File: config.mk
export PLATFORM = sky130hd
export DESIGN_NAME = counter_bn
export DESIGN_NICKNAME = d
export VERILOG_FILES = /design/src/rtl/counter_bn.sv
export SDC_FILE = /design/constraint.sdc
export NUM_CORES = 1
export LEC_CHECK = 0
export ABC_AREA = 1
export BUFFER_PORTS_ARGS = -buffer_cell sky130_fd_sc_hd__buf_2
export CORE_ASPECT_RATIO = 0.7
export CORE_MARGIN = 4
export CORE_UTILIZATION = 60
export CTS_BUF_LIST = sky130_fd_sc_hd__clkbuf_4 sky130_fd_sc_hd__clkbuf_8
export CTS_CLUSTER_SIZE = 16
export DETAILED_ROUTE_END_ITERATION = 8
export GPL_TIMING_DRIVEN = 0
export MAX_ROUTING_LAYER = met4
export PLACE_DENSITY = 0.85
export SYNTH_ARGS = -nofsm -noshare
export SYNTH_HDL_FRONTEND = slang
export SYNTH_SLANG_ARGS = --single-unit
File: constraint.sdc
create_clock -name bn_clk -period 3.5 [get_ports bn_clk]
set_clock_uncertainty 0.2 [all_clocks]
set_input_delay 0.35 -clock bn_clk [delete_from_list [all_inputs] [get_ports bn_clk]]
set_output_delay 0.35 -clock bn_clk [all_outputs]
set_load 0.02 [all_outputs]
File: src/rtl/counter_bn.sv
// counter_bn: WIDTH-bit up/down/step/load counter, registered outputs.
// Ports: bn_clk, bn_reset (sync, high), bn_enable, bn_mode, bn_D ->
//   bn_Q value, bn_rco carry/borrow/clip pulse, bn_load load pulse.
// Macro COUNTER_BN_SAT_EN: saturate instead of wrapping.
module counter_bn #(
  parameter int unsigned     WIDTH     = 32,
  parameter longint unsigned DOWN_STEP = 3
) (
  input  logic             bn_clk,
  input  logic             bn_reset,
  input  logic             bn_enable,
  input  logic [1:0]       bn_mode,
  input  logic [WIDTH-1:0] bn_D,
  output logic             bn_load,
  output logic             bn_rco,
  output logic [WIDTH-1:0] bn_Q
);

  localparam logic [WIDTH-1:0] STEP = WIDTH'(DOWN_STEP);
  localparam logic [WIDTH-1:0] ONE  = WIDTH'(1);

  logic [WIDTH-1:0] q_q, q_d;
  logic             rco_q, rco_d;
  logic             load_q, load_d;

  logic [WIDTH-1:0] sub_b;
  logic [WIDTH:0]   sum;
  logic [WIDTH:0]   dif;
  logic             m_up, m_dn, m_st, m_ld;

  assign m_up = (bn_mode == 2'b00);
  assign m_dn = (bn_mode == 2'b01);
  assign m_st = (bn_mode == 2'b10);
  assign m_ld = (bn_mode == 2'b11);

  // One full-width chain each; MSB is carry-out / borrow-out.
  assign sub_b = m_st ? STEP : ONE;
  assign sum   = {1'b0, q_q} + {1'b0, ONE};
  assign dif   = {1'b0, q_q} - {1'b0, sub_b};

  always_comb begin
    q_d    = q_q;
    rco_d  = 1'b0;
    load_d = 1'b0;
    if (bn_enable) begin
      unique case (1'b1)
        m_up: begin
          rco_d = sum[WIDTH];
`ifdef COUNTER_BN_SAT_EN
          q_d = sum[WIDTH] ? q_q : sum[WIDTH-1:0];
`else
          q_d = sum[WIDTH-1:0];
`endif
        end
        m_dn, m_st: begin
          rco_d = dif[WIDTH];
`ifdef COUNTER_BN_SAT_EN
          q_d = dif[WIDTH] ? '0 : dif[WIDTH-1:0];
`else
          q_d = dif[WIDTH-1:0];
`endif
        end
        m_ld: begin
          q_d    = bn_D;
          load_d = 1'b1;
        end
        default: ;
      endcase
    end
  end

  always_ff @(posedge bn_clk) begin
    if (bn_reset) begin
      q_q    <= '0;
      rco_q  <= 1'b0;
      load_q <= 1'b0;
    end else begin
      q_q    <= q_d;
      rco_q  <= rco_d;
      load_q <= load_d;
    end
  end

  assign bn_Q    = q_q;
  assign bn_rco  = rco_q;
  assign bn_load = load_q;

endmodule

==> flow_metrics.env <==
export IMPL_yosys_area_top_type_share=0.246
export IMPL_drv_slew=0
export IMPL_synthTopCellsByArea="nand2_1 25%, dfxtp_1 17%, nor2_1 9.7%, inv_1 8.9%, nand3_1 8.5%"
export IMPL_power_density_nw_per_um2=308
export IMPL_via_per_inst=5.90
export IMPL_antenna_cells=0
export IMPL_tns_ps=0
export IMPL_grt_pass1_wl_um=22700
export IMPL_rsz0062_at_grt="no"
export IMPL_crit_slowest_cell="dfxtp_1"
export IMPL_cp_common_cell="nand2_1"
export IMPL_syn2layout_area_growth_pct=13.5
export IMPL_final_setup_viol_count=0
export IMPL_cts_setup_buffers=0
export IMPL_path_clk_slew_ps=90
export IMPL_cp_slowest_stage_delay_ps=570
export IMPL_clock_latency_ps=310
export IMPL_grt_pass1_vias=4650
export IMPL_fin_crit_ps=2450
export IMPL_placed_cells=883
export IMPL_ctsResizeCount=0
export IMPL_drv_cap=0
export IMPL_drive_above_1_share=0.160
export IMPL_hold_path_class="input pin to register"
export IMPL_drtIter0Drc=661
export IMPL_crit_family="simple AND/OR/NAND/NOR gates"
export IMPL_netlist_area_um2=3910
export IMPL_num_rows=24
export IMPL_stdcell_count=890
export IMPL_hp_start="bn_D[7]"
export IMPL_arrival_ps=2440
export IMPL_antenna_found_initial=0
export IMPL_critPathBufInv=2
export IMPL_cts_sink_count=34
export IMPL_cts_buffers_inserted=5
export IMPL_grt_max_degree=11
export IMPL_crit_start="bn_Q[0]"
export IMPL_wl_per_cell_um=16.8
export IMPL_ys_seq_elements=34
export IMPL_htreeDepth=2
export IMPL_nNetsFinal=856
export IMPL_num_io_pins=71
export IMPL_final_hold_viol_count=0
export IMPL_min_period_over_period=0.699
export IMPL_gr_total_overflow=0
export IMPL_worstSetupStartpointType="register"
export IMPL_fmax_ghz=0.409
export IMPL_die_h_um=75.5
export IMPL_status="finished, final reports clean"
export IMPL_port_buffers=69
export IMPL_path_cells="inv_2, fa_1, nand3_4, nor2_8, nand2_1, a21oi_1, o211ai_1, nand3b_1, nand2_1, inv_1"
export IMPL_ant_nets=0
export IMPL_avgSynthCellArea_um2=5.31
export IMPL_syn_instance_count=736
export IMPL_hold_ws_ps=147
export IMPL_core_um2=6280
export IMPL_crit_path_end_kind="register"
export IMPL_drtPass1Iterations=6
export IMPL_die_area_um2=7890
export IMPL_cts_hold_buf=0
export IMPL_track_usage=0.381
export IMPL_tritoncts="done"
export IMPL_ys_types=37
export IMPL_drc=0
export IMPL_critical_path_class="register to register"
export IMPL_worstPathMaxFanout=10
export IMPL_yosys_area_top_type="nand2_1"
export IMPL_synth_warnings=0
export IMPL_worst_ep_required_time_ps=3500
export IMPL_clock_root_buffer="clkbuf_8"
export IMPL_routed_wl_um=14900
export IMPL_p_leak_nw=2.28
export IMPL_ir_drop_v=0.000208
export IMPL_vias=5253
export IMPL_reg2reg_from="bn_Q[0]"
export IMPL_die_x_um=104
export IMPL_initial_core_util=0.623
export IMPL_relSlewSlack=0.484
export IMPL_dp_hpwl_um=11600
export IMPL_cts_max_path_buffers=2
export IMPL_synth_net_count=780
export IMPL_place_congestion=1.07
export IMPL_ys_seq_area_frac=0.174
export IMPL_worst_pin_slew_ps=773
where the power goes:
part	switching [mW]	internal [mW]	total [mW]
registers	0.0467	0.415	0.462
logic	0.398	0.178	0.576
clock network	0.173	0.153	0.326
total	0.618	0.746	1.36
through the flow:
step | total power, mW | worst slack [ps] | util | instance area [um^2]
3_3_place_gp | 1.01 | 1160 | 0.693 | 4350
5_1_grt | 1.43 | 1020 | 0.707 | 4430
6_report | 1.36 | 1050 | 0.707 | 4430
4_1_cts | 1.34 | 1170 | 0.707 | 4430
2_1_floorplan | 0.852 | 1410 | - | 3910
3_5_place_dp | 1.02 | 1080 | 0.693 | 4350
logic make-up after synthesis:
logic type / count (synthesis) / share of synthesized area
xor gates and xnor gates: 11 / 0.0247
adders and majority gates: 7 / 0.0243
DFF: 34 / 0.174
and+or+nand+nor: 484 / 0.541
AOI/OAI and AO/OA: 71 / 0.101
buffers and inverters: 129 / 0.136
sequential cells by signal, summed over array words and instances (netlist names):
register	flops
bn_rco	1
bn_load	1
bn_Q	32
path summary, 6_finish.rpt:
path	cells past startpoint	slack [ps]	endpoint
setup / recovery	10	1050	bn_Q[10]
hold / removal	3	150	bn_Q[7]
setup reg to reg	10	1050	bn_Q[10]
hold reg to reg	3	450	bn_Q[2]
layout by cell type, fill, tap and decap left out, types with 2 or more instances in the layout:
cell type	instances
a21oi_1	32
buf_2	84
buf_6	3
clkbuf_1	10
clkbuf_2	4
clkbuf_4	2
clkbuf_8	5
dfxtp_1	34
ha_1	6
inv_1	93
inv_2	3
nand2_1	256
nand2_2	5
nand3_1	66
nand3b_1	5
nand4_1	20
nor2_1	101
nor2_2	15
nor2_4	5
nor3_1	4
o211ai_1	9
o21ai_0	19
o21ai_1	6
xor2_1	10
cell usage after synthesis:
| cell | number |
|---|---|
| nand2_1 | 256 |
| nor2_1 | 101 |
| inv_1 | 93 |
| nand3_1 | 66 |
| dfxtp_1 | 34 |
| a21oi_1 | 32 |
| nand4_1 | 20 |
| o21ai_0 | 19 |
| buf_2 | 15 |
| nor2_2 | 15 |
| clkbuf_1 | 10 |
| xor2_1 | 10 |
| o211ai_1 | 9 |
| ha_1 | 6 |
| o21ai_1 | 6 |
| nand2_2 | 5 |
| nand3b_1 | 5 |
| nor2_4 | 5 |
| clkbuf_2 | 4 |
| nor3_1 | 4 |
| buf_6 | 3 |
| inv_2 | 3 |
| a31oi_1 | 1 |
| a41oi_1 | 1 |
| and3_1 | 1 |
| clkinv_1 | 1 |
| fa_1 | 1 |
| nand2_4 | 1 |
| nand2b_1 | 1 |
| nand3_4 | 1 |
| nor2_8 | 1 |
| nor3_2 | 1 |
| nor4_1 | 1 |
| o2111ai_1 | 1 |
| o221ai_1 | 1 |
| o31ai_1 | 1 |
| xnor2_1 | 1 |
per-layer routing:
| metal | track usage | routed length, um | share of wire |
|---|---|---|---|
| met3 | 0.103 | 2150 | 0.14 |
| met2 | 0.582 | 6080 | 0.41 |
| met5 | - | 0 | 0 |
| met1 | 0.489 | 6270 | 0.42 |
| met4 | 0.136 | 431 | 0.029 |
tightest hold or removal path: stages:
cell and delay, ps:
buf_2 100, nand2_1 50, a41oi_1 110
area by class of cell:
class	count	area [um^2]
inverter	97	364
fill	602	1840
sequential	34	681
buffer	32	166
clock buffer	7	83.8
timing repair buffer	69	345
tap	78	97.6
multi-input combinational	573	2700
(Power assumes the default switching activity.)
